`config.mk`:
```
export PLATFORM = sky130hd
export DESIGN_NAME = bp_be_loop_inference_scheduler
export DESIGN_NICKNAME = d
export VERILOG_FILES = /design/src/rtl/bp_be_loop_inference_scheduler.sv
export SDC_FILE = /design/constraint.sdc
export NUM_CORES = 1
export LEC_CHECK = 0
export BUFFER_PORTS_ARGS = -buffer_cell sky130_fd_sc_hd__clkbuf_2
export CORE_AREA = 2 2 94 96
export DETAILED_ROUTE_END_ITERATION = 8
export DIE_AREA = 0 0 96 98
export GPL_TIMING_DRIVEN = 0
export PLACE_DENSITY = 0.86
export SETUP_SLACK_MARGIN = 0.2
export SLEW_MARGIN = 20
export SYNTH_ARGS = -nofsm -noshare
export SYNTH_HDL_FRONTEND = slang
export SYNTH_SLANG_ARGS = --single-unit
```
`constraint.sdc`:
```
create_clock -name clk_i -period 2.9 [get_ports clk_i]
set_clock_uncertainty 0.1 [all_clocks]
set_input_delay 0.435 -clock clk_i [delete_from_list [all_inputs] [get_ports clk_i]]
set_output_delay 0.435 -clock clk_i [all_outputs]
set_load 0.005 [all_outputs]
```
`src/rtl/bp_be_loop_inference_scheduler.sv`:
```
// rtl/bp_be_loop_inference_scheduler.sv - round-robin arbiter sharing one loop-inference unit among stride requesters
// Optional abort counter enabled by defining BP_BE_LOOP_SCHED_TIMEOUT_EN.
module bp_be_loop_inference_scheduler #(
    parameter int vaddr_width_p    = 39,
    parameter int num_req_p        = 4,
    parameter int output_range_p   = 8,
    parameter int timeout_cycles_p = 1024,
    localparam int lg_req_lp       = (num_req_p > 1) ? $clog2(num_req_p) : 1
) (
    input  logic                               clk_i,
    input  logic                               reset_i,
    input  logic [num_req_p-1:0]               req_v_i,
    input  logic [num_req_p*vaddr_width_p-1:0] req_pc_i,
    input  logic [num_req_p-1:0]               req_confirm_i,
    output logic                               start_discovery_o,
    output logic                               confirm_discovery_o,
    output logic [vaddr_width_p-1:0]           striding_pc_o,
    input  logic                               li_v_i,
    input  logic [output_range_p-1:0]          li_iters_i,
    output logic                               li_yumi_o,
    output logic                               resp_v_o,
    output logic [lg_req_lp-1:0]               resp_id_o,
    output logic [output_range_p-1:0]          resp_iters_o,
    input  logic                               resp_ready_i
);

    typedef enum logic [1:0] {S_IDLE, S_START, S_SEARCH, S_RESP} state_e;

    state_e                      state_q, state_d;
    logic [lg_req_lp-1:0]        rr_ptr_q, rr_ptr_d;
    logic [lg_req_lp-1:0]        id_q, id_d;
    logic [vaddr_width_p-1:0]    pc_q, pc_d;
    logic                        conf_q, conf_d;
    logic [lg_req_lp-1:0]        resp_id_q, resp_id_d;
    logic [output_range_p-1:0]   resp_iters_q, resp_iters_d;

    logic                        grant_v;
    logic [lg_req_lp-1:0]        grant_id;
    logic [lg_req_lp-1:0]        cand_id;
    logic [vaddr_width_p-1:0]    grant_pc;
    logic [lg_req_lp-1:0]        next_ptr;
    logic                        timeout_hit;

    // First requesting index at or after rr_ptr, wrapping.
    always_comb begin
        grant_v  = 1'b0;
        grant_id = '0;
        cand_id  = '0;
        for (int i = 0; i < num_req_p; i++) begin
            cand_id = lg_req_lp'((int'(rr_ptr_q) + i) % num_req_p);
            if (!grant_v && req_v_i[cand_id]) begin
                grant_v  = 1'b1;
                grant_id = cand_id;
            end
        end
    end

    always_comb begin
        grant_pc = '0;
        for (int i = 0; i < num_req_p; i++) begin
            if (grant_id == lg_req_lp'(i)) begin
                grant_pc = req_pc_i[i*vaddr_width_p +: vaddr_width_p];
            end
        end
    end

    assign next_ptr = (id_q == lg_req_lp'(num_req_p - 1)) ? '0 : id_q + lg_req_lp'(1);

`ifdef BP_BE_LOOP_SCHED_TIMEOUT_EN
    localparam int cnt_width_lp = $clog2(timeout_cycles_p + 1);

    logic [cnt_width_lp-1:0] cnt_q, cnt_d;

    // Counts unconfirmed SEARCH cycles; frozen once the search is confirmed.
    always_comb begin
        cnt_d = cnt_q;
        if (state_q == S_START) begin
            cnt_d = '0;
        end else if (state_q == S_SEARCH && !conf_q) begin
            cnt_d = cnt_q + cnt_width_lp'(1);
        end
    end

    assign timeout_hit = (state_q == S_SEARCH) && !conf_q
                         && (cnt_q + cnt_width_lp'(1) == cnt_width_lp'(timeout_cycles_p));

    always_ff @(posedge clk_i) begin
        if (reset_i) begin
            cnt_q <= '0;
        end else begin
            cnt_q <= cnt_d;
        end
    end
`else
    logic unused_timeout_cfg;
    assign unused_timeout_cfg = (timeout_cycles_p == 0);
    assign timeout_hit        = 1'b0;
`endif

    always_comb begin
        state_d      = state_q;
        rr_ptr_d     = rr_ptr_q;
        id_d         = id_q;
        pc_d         = pc_q;
        conf_d       = conf_q;
        resp_id_d    = resp_id_q;
        resp_iters_d = resp_iters_q;
        unique case (state_q)
            S_IDLE: begin
                if (grant_v) begin
                    id_d    = grant_id;
                    pc_d    = grant_pc;
                    state_d = S_START;
                end
            end
            S_START: begin
                conf_d  = 1'b0;
                state_d = S_SEARCH;
            end
            S_SEARCH: begin
                conf_d = conf_q | req_confirm_i[id_q];
                if (li_v_i) begin
                    resp_id_d    = id_q;
                    resp_iters_d = li_iters_i;
                    state_d      = S_RESP;
                end else if (timeout_hit || (!conf_q && !req_v_i[id_q])) begin
                    rr_ptr_d = next_ptr;
                    state_d  = S_IDLE;
                end
            end
            S_RESP: begin
                if (resp_ready_i) begin
                    rr_ptr_d = next_ptr;
                    state_d  = S_IDLE;
                end
            end
            default: state_d = S_IDLE;
        endcase
    end

    always_ff @(posedge clk_i) begin
        if (reset_i) begin
            state_q      <= S_IDLE;
            rr_ptr_q     <= '0;
            id_q         <= '0;
            pc_q         <= '0;
            conf_q       <= 1'b0;
            resp_id_q    <= '0;
            resp_iters_q <= '0;
        end else begin
            state_q      <= state_d;
            rr_ptr_q     <= rr_ptr_d;
            id_q         <= id_d;
            pc_q         <= pc_d;
            conf_q       <= conf_d;
            resp_id_q    <= resp_id_d;
            resp_iters_q <= resp_iters_d;
        end
    end

    assign start_discovery_o   = (state_q == S_START);
    assign confirm_discovery_o = (state_q == S_SEARCH) && req_confirm_i[id_q];
    assign li_yumi_o           = (state_q == S_SEARCH) && li_v_i;
    assign resp_v_o            = (state_q == S_RESP);
    assign resp_id_o           = resp_id_q;
    assign resp_iters_o        = resp_iters_q;
    assign striding_pc_o       = pc_q;

endmodule

```
==> flow_summary.html, run 1 <==
<table>
<tr><th>Metric</th><th>Value</th></tr>
<tr><th colspan="2">Worst setup path</th></tr>
<tr><td>Logic depth of the worst setup path including buffers</td><td>6</td></tr>
<tr><td>Highest net fanout along the worst path</td><td>10</td></tr>
<tr><td>Startpoint class of the critical path</td><td>flop</td></tr>
<tr><td>Setup Crit Path Kind</td><td>flop to output port</td></tr>
<tr><td>Worst path top cell family by delay</td><td>buffers and inverters</td></tr>
<tr><td>RR Endpoint</td><td>striding_pc_o[9]</td></tr>
<tr><td>Capture point of the critical path</td><td>li_yumi_o</td></tr>
<tr><td>Number of cell instances on the worst register-to-register path</td><td>8</td></tr>
<tr><td>CP Capture Type</td><td>output port</td></tr>
<tr><td>Crit path required time</td><td>2.37 ns</td></tr>
<tr><td>Standard cell with the maximum stage delay on the critical path</td><td>clkbuf_1</td></tr>
<tr><td>Worst setup path startpoint</td><td>state_q[0]</td></tr>
<tr><td>Worst Path Buf+Inv</td><td>4</td></tr>
<tr><td>Register-to-register setup slack</td><td>0.60 ns</td></tr>
<tr><td>Critical path, cell by cell</td><td>inv_1 &gt; ha_1 &gt; nand2_1 &gt; inv_1 &gt; clkbuf_1 &gt; clkbuf_2</td></tr>
<tr><td>Worst path max stage delay</td><td>0.36 ns</td></tr>
<tr><td>Startpoint of the worst-slack reg-to-reg timing path</td><td>rr_ptr_q[1]</td></tr>
<tr><td>Worst EP arrival</td><td>1.89 ns</td></tr>
<tr><td>Dominant cell type by count on the critical path</td><td>inv_1</td></tr>
<tr><th colspan="2">Hold path</th></tr>
<tr><td>Hold crit path type</td><td>primary input to flop</td></tr>
<tr><th colspan="2">Yosys</th></tr>
<tr><td>Average instance area after synthesis</td><td>9.66 sq um</td></tr>
<tr><td>Register bit total from synthesis</td><td>56</td></tr>
<tr><td>Proportion of synthesized chip area in sequential cells</td><td>34.2%</td></tr>
<tr><td>Post-synthesis instance total</td><td>339</td></tr>
<tr><td>Number of warnings reported in the yosys synthesis log</td><td>0</td></tr>
<tr><td>Area of the mapped netlist</td><td>3270 sq um</td></tr>
<tr><td>Number of library cell types mapped by synthesis</td><td>36</td></tr>
<tr><td>Syn nets</td><td>521</td></tr>
<tr><th colspan="2">Timing</th></tr>
<tr><td>Final-report hold violation count</td><td>0</td></tr>
<tr><td>Total negative setup slack</td><td>0 ns</td></tr>
<tr><td>Share of the clock period used by the worst path</td><td>83.7%</td></tr>
<tr><td>Worst slew margin relative to its limit</td><td>62.2%</td></tr>
<tr><td>RSZ-0062 raised after global routing</td><td>no</td></tr>
<tr><td>Peak clock frequency supported by timing</td><td>0.412 GHz</td></tr>
<tr><td>Setup violators final</td><td>0</td></tr>
<tr><td>Actual transition at the worst max-transition pin</td><td>0.567 ns</td></tr>
<tr><td>Total count of max-transition violations in the final report</td><td>0</td></tr>
<tr><td>Final Critical Period</td><td>2.43 ns</td></tr>
<tr><th colspan="2">Route</th></tr>
<tr><td>Total number of vias</td><td>3603</td></tr>
<tr><td>Number of design-rule violations left by the first detailed-router iteration</td><td>123</td></tr>
<tr><td>DRC Markers</td><td>0</td></tr>
<tr><td>Vias per cell</td><td>5.29</td></tr>
<tr><td>Antenna-violating nets left</td><td>0</td></tr>
<tr><td>Total Routed Length</td><td>10.6 mm</td></tr>
<tr><td>Routed wire per std cell</td><td>15.5 microns</td></tr>
<tr><td>Drt pass-1 iters</td><td>4</td></tr>
<tr><th colspan="2">GRT</th></tr>
<tr><td>Antenna violations before repair</td><td>0</td></tr>
<tr><td>Pin count of the biggest net entering global routing</td><td>16</td></tr>
<tr><td>Number of global-route vias before repair</td><td>3664</td></tr>
<tr><td>Wire length of the first global-routing pass</td><td>16.7 mm</td></tr>
<tr><td>GRT Overall Usage</td><td>22.2%</td></tr>
<tr><td>Global route total overflow</td><td>0</td></tr>
<tr><th colspan="2">Floorplan</th></tr>
<tr><td>Core footprint</td><td>8470 sq um</td></tr>
<tr><td>Die Wd</td><td>96 microns</td></tr>
<tr><td>Number of core rows</td><td>34</td></tr>
<tr><td>Vert. Die Dim</td><td>98 microns</td></tr>
<tr><td>Effective utilization at floorplan</td><td>38.7%</td></tr>
<tr><td>Boundary pin count</td><td>229</td></tr>
<tr><td>Die Footprint</td><td>9410 sq um</td></tr>
<tr><th colspan="2">Cells and area</th></tr>
<tr><td>Antenna diodes</td><td>0</td></tr>
<tr><td>Area growth syn-to-layout</td><td>41.2%</td></tr>
<tr><td>Nets</td><td>755</td></tr>
<tr><td>Non-Filler Instances</td><td>681</td></tr>
<tr><td>Proportion of layout cells with a drive suffix above 1</td><td>42.9%</td></tr>
<tr><th colspan="2">Placement</th></tr>
<tr><td>Total half-perimeter wirelength after legalization and detailed placement</td><td>8.57 mm</td></tr>
<tr><td>Placed insts</td><td>674</td></tr>
<tr><td>Port-buffer cells</td><td>227</td></tr>
<tr><td>GPL Wtd Cong</td><td>0.876</td></tr>
<tr><th colspan="2">Clocking</th></tr>
<tr><td>Clk Tree Root Cell</td><td>clkbuf_8</td></tr>
<tr><td>Clock tree sinks</td><td>56</td></tr>
<tr><td># hold bufs at CTS</td><td>0</td></tr>
<tr><td>Worst-case clock buffer depth</td><td>2</td></tr>
<tr><td>Source-to-sink clock delay at the later pin of the worst-skew pair</td><td>0.30 ns</td></tr>
<tr><td>Post_cts resized</td><td>0</td></tr>
<tr><td>CTS clk-pin slew, worst paths</td><td>0.09 ns</td></tr>
<tr><td>CTS H-tree depth</td><td>2</td></tr>
<tr><td>Number of buffers added for setup after CTS</td><td>0</td></tr>
<tr><td>CTS tree</td><td>done</td></tr>
<tr><td>Clock buffer count from CTS</td><td>5</td></tr>
<tr><th colspan="2">Power and ir drop</th></tr>
<tr><td>Total leakage power</td><td>2.25 nW</td></tr>
<tr><td>Max rail drop VDD</td><td>265 uV</td></tr>
<tr><td>Cell area power density</td><td>512 nW/um^2</td></tr>
<tr><th colspan="2">Run status</th></tr>
<tr><td>Result of the run</td><td>finished, final reports clean</td></tr>
<tr><th colspan="2">Run</th></tr>
<tr><td>Max-capacitance violation count</td><td>0</td></tr>
</table>
[where the power goes]
part           internal (mW)  switching (mW)  total (mW)
clock                  0.165           0.241       0.406
combinational          0.475           0.506       0.981
sequential             0.903          0.0786       0.981
total                   1.54           0.826        2.37
[layer usage]
metal	routed length [microns]	global-route usage [%]	vias to the layer above
li1	-	-	1777
met1	4400	26.0	1651
met2	5400	40.6	159
met3	628	4.17	16
met4	146	5.71	0
met5	0	0	-
[metrics by stage]
stage	setup WS [ns]	hold WS [ns]	cell area, sq um	utilization [%]	power [mW]
after global routing	0.276	0.232	4620	54.6	2.53
after floorplan	0.767	0.353	3270	-	1.58
final	0.474	0.247	4620	54.6	2.37
after global placement	0.556	0.341	4550	53.7	1.94
after detailed placement	0.542	0.347	4550	53.7	1.98
after CTS	0.461	0.232	4620	54.6	2.39
[logic make-up after synthesis]
logic type,Yosys count,synth area share (%)
AO/OA/AOI/OAI,100,24.1
multiplexers,83,26.3
flip-flops,56,34.2
AND/OR/NAND/NOR,55,7.87
buffers and inverters,39,5.23
adder cells (fa/ha/maj),6,2.29
[synthesized netlist by cell type, drive strengths merged]
library cell | instances | area, sq um
nand2b | 2 | 12.5
a211oi | 31 | 233
a21boi | 1 | 7.51
o211ai | 1 | 7.51
o21a | 1 | 7.51
nor4 | 1 | 6.26
clkbuf | 21 | 78.8
or3b | 1 | 8.76
ha | 6 | 75.1
o221ai | 10 | 87.6
inv | 5 | 18.8
nand2 | 23 | 86.3
or3 | 1 | 6.26
buf | 12 | 70.1
nor3 | 3 | 15.0
nor2b | 6 | 37.5
o32a | 30 | 300
clkinv | 1 | 3.75
a31oi | 1 | 6.26
mux2i | 81 | 811
mux4 | 2 | 48.8
o21bai | 1 | 7.51
dfxtp | 56 | 1120
a21oi | 16 | 80.1
o21ai | 5 | 25.0
or2 | 1 | 6.26
nand3 | 10 | 50.1
and2 | 1 | 6.26
a221o | 1 | 10.0
nor2 | 6 | 22.5
o31ai | 1 | 7.51
o2bb2a | 1 | 10.0
[area by class of cell]
cell class                      count  area, sq um
Buffer                             33          149
Clock buffer                        6         72.6
Clock inverter                      1         5.00
Fill cell                         771         3840
Inverter                            6         22.5
Multi-Input combinational cell    244         1980
Sequential cell                    56         1120
Tap cell                          108          135
Timing Repair Buffer              227         1140
[worst register-to-register path: cells and delay by family (launching register included)]
family	cells	cell delay (ns)
AO/OA/AOI/OAI	4	0.72
buffers and inverters	3	0.71
AND/OR/NAND/NOR	1	0.31
flip-flops	1	0.32
[sequential cells by signal, summed over array words and instances, names as in the netlist]
| signal | flops |
|---|---|
| id_q | 2 |
| resp_id_o | 2 |
| state_q | 2 |
| conf_q | 1 |
| rr_ptr_q | 2 |
| resp_iters_o | 8 |
| striding_pc_o | 39 |
[how the worst min path moves through the flow]
stage | from | cells after the start | slack [ns] | to
global route | li_iters_i[1] | 3 | 0.23 | resp_iters_o[1]
floorplan | resp_id_o[0] | 2 | 0.35 | resp_id_o[0]
detailed placement | resp_iters_o[6] | 2 | 0.35 | resp_iters_o[6]
CTS | li_iters_i[2] | 3 | 0.23 | resp_iters_o[2]
global placement | resp_iters_o[4] | 2 | 0.34 | resp_iters_o[4]
finish | li_iters_i[2] | 3 | 0.25 | resp_iters_o[2]
[cell usage in the layout (no fill, tap or decap), drive strengths merged]
| master | count |
|---|---|
| or3b | 1 |
| a21boi | 1 |
| dfxtp | 56 |
| o31ai | 1 |
| nor2 | 6 |
| o21bai | 1 |
| a211oi | 31 |
| clkinv | 2 |
| nand3 | 10 |
| buf | 12 |
| mux4 | 2 |
| o211ai | 1 |
| and2 | 1 |
| o221ai | 10 |
| a21oi | 16 |
| o32a | 30 |
| nor2b | 6 |
| nor4 | 1 |
| a31oi | 1 |
| o21a | 1 |
| clkbuf | 254 |
| o2bb2a | 1 |
| nand2 | 23 |
| nand2b | 2 |
| ha | 6 |
| nor3 | 3 |
| or3 | 1 |
| mux2i | 81 |
| inv | 5 |
| a221o | 1 |
| or2 | 1 |
| o21ai | 5 |
Note: power is estimated with default switching activity, not from simulation.
==> run 2: changes to the inputs <==
- ABC_AREA: default -> 1
- CORE_AREA: 2 2 94 96 -> 2 2 99 101
- DIE_AREA: 0 0 96 98 -> 0 0 101 103
- PLACE_DENSITY: 0.86 -> 0.84
- clock period: 2.9 -> 2.5 ns (I/O delays scaled with it)
==> flow_summary.html, run 2 <==
<table>
<tr><th>Metric</th><th>Value</th></tr>
<tr><th colspan="2">Run status</th></tr>
<tr><td>Result of the run</td><td>finished, final reports clean</td></tr>
<tr><th colspan="2">Cells and area</th></tr>
<tr><td>Final Core Density</td><td>58.1%</td></tr>
<tr><td>Filler cell count</td><td>933</td></tr>
<tr><td>Antenna diodes</td><td>0</td></tr>
<tr><td>Number of flip-flops under the largest register name</td><td>39</td></tr>
<tr><td>Nets</td><td>1037</td></tr>
<tr><td>Total area of sequential cells</td><td>1130 sq um</td></tr>
<tr><td>Proportion of layout cells with a drive suffix above 1</td><td>37.7%</td></tr>
<tr><td>Highest-count cells in the layout ignoring fill and taps</td><td>clkbuf_2, nand2_1, inv_1</td></tr>
<tr><td>Most frequent standard cell in the layout excluding fill and tap cells</td><td>clkbuf_2</td></tr>
<tr><td>Multi-input combinational cell area</td><td>2210 sq um</td></tr>
<tr><td>Area growth syn-to-layout</td><td>49.7%</td></tr>
<tr><th colspan="2">Clocking</th></tr>
<tr><td>Source-to-sink clock delay at the later pin of the worst-skew pair</td><td>0.31 ns</td></tr>
<tr><td>CTS tree</td><td>done</td></tr>
<tr><td>Clock buffer count from CTS</td><td>5</td></tr>
<tr><td>CTS clk-pin slew, worst paths</td><td>0.11 ns</td></tr>
<tr><td># hold bufs at CTS</td><td>0</td></tr>
<tr><td>Clock tree sinks</td><td>56</td></tr>
<tr><td>Worst-case clock buffer depth</td><td>2</td></tr>
<tr><td>CTS H-tree depth</td><td>2</td></tr>
<tr><td>Clk Tree Root Cell</td><td>clkbuf_8</td></tr>
<tr><th colspan="2">Power and ir drop</th></tr>
<tr><td>Max rail drop VDD</td><td>997 uV</td></tr>
<tr><td>Cell area power density</td><td>1750 nW/um^2</td></tr>
<tr><td>Total leakage power</td><td>2.93 nW</td></tr>
<tr><th colspan="2">Route</th></tr>
<tr><td>Drt pass-1 iters</td><td>5</td></tr>
<tr><td>Number of design-rule violations left by the first detailed-router iteration</td><td>186</td></tr>
<tr><td>Vias per cell</td><td>4.91</td></tr>
<tr><td>Total Routed Length</td><td>13.7 mm</td></tr>
<tr><td>DRC Markers</td><td>0</td></tr>
<tr><td>Routed wire per std cell</td><td>14.1 microns</td></tr>
<tr><td>Total number of vias</td><td>4765</td></tr>
<tr><td>Antenna-violating nets left</td><td>0</td></tr>
<tr><th colspan="2">Yosys</th></tr>
<tr><td>Syn nets</td><td>783</td></tr>
<tr><td>Top cells by area, synth</td><td>dfxtp_1, nand2_1, nand3_1, o21ai_0, a21oi_1</td></tr>
<tr><td>Most used DFF post-synth</td><td>dfxtp_1</td></tr>
<tr><td>Share of the synthesized area in the top cell type</td><td>30.5%</td></tr>
<tr><td>Proportion of synthesized flip-flops having asynchronous set or reset</td><td>0%</td></tr>
<tr><td>Number of flops mapped to enable cells by yosys</td><td>0</td></tr>
<tr><td>Post-synthesis instance total</td><td>601</td></tr>
<tr><td>Area of the mapped netlist</td><td>3670 sq um</td></tr>
<tr><td>Proportion of synthesized chip area in sequential cells</td><td>30.5%</td></tr>
<tr><td>Register bit total from synthesis</td><td>56</td></tr>
<tr><td>Most common cell in the synthesized netlist</td><td>nand2_1</td></tr>
<tr><td>Number of warnings reported in the yosys synthesis log</td><td>0</td></tr>
<tr><td>Top cell type by total area after synthesis</td><td>dfxtp_1</td></tr>
<tr><td>Ranking of synthesized cells by instance count</td><td>nand2_1, nand3_1, inv_1</td></tr>
<tr><td>Average instance area after synthesis</td><td>6.11 sq um</td></tr>
<tr><td>Number of library cell types mapped by synthesis</td><td>29</td></tr>
<tr><th colspan="2">Worst setup path</th></tr>
<tr><td>Worst Path Buf+Inv</td><td>5</td></tr>
<tr><td>Worst EP arrival</td><td>2.35 ns</td></tr>
<tr><td>Startpoint class of the critical path</td><td>flop</td></tr>
<tr><td>CP Capture Type</td><td>flop</td></tr>
<tr><td>Worst path top cell family by delay</td><td>simple AND/OR/NAND/NOR gates</td></tr>
<tr><td>Setup Crit Path Kind</td><td>flop to flop</td></tr>
<tr><td>Standard cell with the maximum stage delay on the critical path</td><td>dfxtp_4</td></tr>
<tr><td>Highest net fanout along the worst path</td><td>6</td></tr>
<tr><td>Critical path, cell by cell</td><td>inv_6 &gt; nand2_4 &gt; nand2_4 &gt; nand2_2 &gt; nand2_2 &gt; nor2_4 &gt; nand4_1 &gt; buf_6 &gt; nand2_8 &gt; buf_12 &gt; nor2_8 &gt; buf_12 &gt; buf_4 &gt; nand2_1 &gt; nand3_1 &gt; nand2_1 &gt; a21oi_2</td></tr>
<tr><td>Worst path max stage delay</td><td>0.43 ns</td></tr>
<tr><td>Crit path required time</td><td>2.59 ns</td></tr>
<tr><th colspan="2">GRT</th></tr>
<tr><td>GRT Overall Usage</td><td>23.3%</td></tr>
<tr><td>Wire length of the first global-routing pass</td><td>19.2 mm</td></tr>
<tr><td>Antenna violations before repair</td><td>0</td></tr>
<tr><td>Number of global-route vias before repair</td><td>4072</td></tr>
<tr><td>Pin count of the biggest net entering global routing</td><td>17</td></tr>
<tr><td>Global route total overflow</td><td>0</td></tr>
<tr><th colspan="2">Placement</th></tr>
<tr><td>Port-buffer cells</td><td>227</td></tr>
<tr><td>Total half-perimeter wirelength after legalization and detailed placement</td><td>10.2 mm</td></tr>
<tr><td>GPL Wtd Cong</td><td>0.856</td></tr>
<tr><th colspan="2">Timing</th></tr>
<tr><td>Worst slew margin relative to its limit</td><td>62.5%</td></tr>
<tr><td>Final Critical Period</td><td>2.25 ns</td></tr>
<tr><td>Final-report hold violation count</td><td>0</td></tr>
<tr><td>Peak clock frequency supported by timing</td><td>0.444 GHz</td></tr>
<tr><td>Share of the clock period used by the worst path</td><td>90.0%</td></tr>
<tr><td>Setup violators final</td><td>0</td></tr>
<tr><td>Total count of max-transition violations in the final report</td><td>0</td></tr>
<tr><td>Total negative setup slack</td><td>0 ns</td></tr>
<tr><td>Actual transition at the worst max-transition pin</td><td>0.563 ns</td></tr>
<tr><td>RSZ-0062 raised after global routing</td><td>yes</td></tr>
<tr><th colspan="2">Floorplan</th></tr>
<tr><td>Vert. Die Dim</td><td>103 microns</td></tr>
<tr><td>Effective utilization at floorplan</td><td>38.8%</td></tr>
<tr><td>Number of core rows</td><td>36</td></tr>
<tr><td>Core footprint</td><td>9460 sq um</td></tr>
<tr><td>Die Wd</td><td>101 microns</td></tr>
<tr><td>Die Footprint</td><td>10400 sq um</td></tr>
<tr><td>Boundary pin count</td><td>229</td></tr>
<tr><th colspan="2">Run</th></tr>
<tr><td>Max-capacitance violation count</td><td>0</td></tr>
<tr><th colspan="2">Hold path</th></tr>
<tr><td>Hold crit path type</td><td>primary input to flop</td></tr>
</table>
==> run 2: per-stage QoR <==
stage	instance area [sq um]	power [mW]	hold WS [ns]	instances	setup WS, ns
floorplan	3670	5.74	0.361	601	0.479
global placement	4950	7.36	0.351	942	0.0551
detailed placement	4950	7.44	0.355	942	0.0475
CTS	5110	8.23	0.208	955	0.198
global route	5490	10.5	0.203	970	0.0895
finish	5490	9.64	0.208	970	0.249
==> run 2: cell families (layout without fill, tap and decap cells) <==
kind of cell | Yosys count | count (layout) | share of synthesized area (%)
simple gates | 293 | 294 | 34.4
compound gates | 146 | 146 | 20.5
flops | 56 | 56 | 30.5
buf+inv | 99 | 353 | 12.3
mux | 1 | 1 | 0.273
fa+ha+maj | 6 | 6 | 2.04
==> run 2: layout make-up <==
class	count	area share [%]
Inverter	65	4.67
Multi-Input combinational cell	447	40.3
Sequential cell	56	20.5
Tap cell	114	2.60
Clock inverter	2	0.638
Clock buffer	6	1.32
Timing Repair Buffer	246	25.0
Buffer	34	4.99
==> run 2: report_power, final <==
part	switching, mW	internal (mW)	total (mW)
sequential	0.168	1.18	1.34
clock	0.303	0.298	0.602
combinational	4.40	3.29	7.69
total	4.87	4.77	9.64
==> run 2: routing by layer <==
layer	part of all wire (%)	global-route usage [%]
met1	42	28.5
met2	51	41.7
met3	5.3	4.20
met4	1.5	7.48
met5	0	0
==> run 2: worst paths after layout <==
check	startpoint	end	slack (ns)	cells after the start
hold / removal	li_iters_i[1]	resp_iters_o[1]	0.21	3
setup / recovery	rr_ptr_q[1]	striding_pc_o[13]	0.25	17
hold reg to reg	striding_pc_o[37]	striding_pc_o[37]	0.37	2
setup reg to reg	rr_ptr_q[1]	striding_pc_o[13]	0.25	17
==> run 2: timing repair <==
item / CTS / global route
setup buffers: 5 / 10
setup endpoints to repair: 42 / 42
gates cloned: 0 / 5
gates resized for setup: 12 / 66
pin swaps: 4 / 12
==> run 2: worst min-delay path: cells and delay by family <==
kind	cells	cell delay (ns)
AO/OA/AOI/OAI	1	0.07
buffers and inverters	1	0.07
AND/OR/NAND/NOR	1	0.07
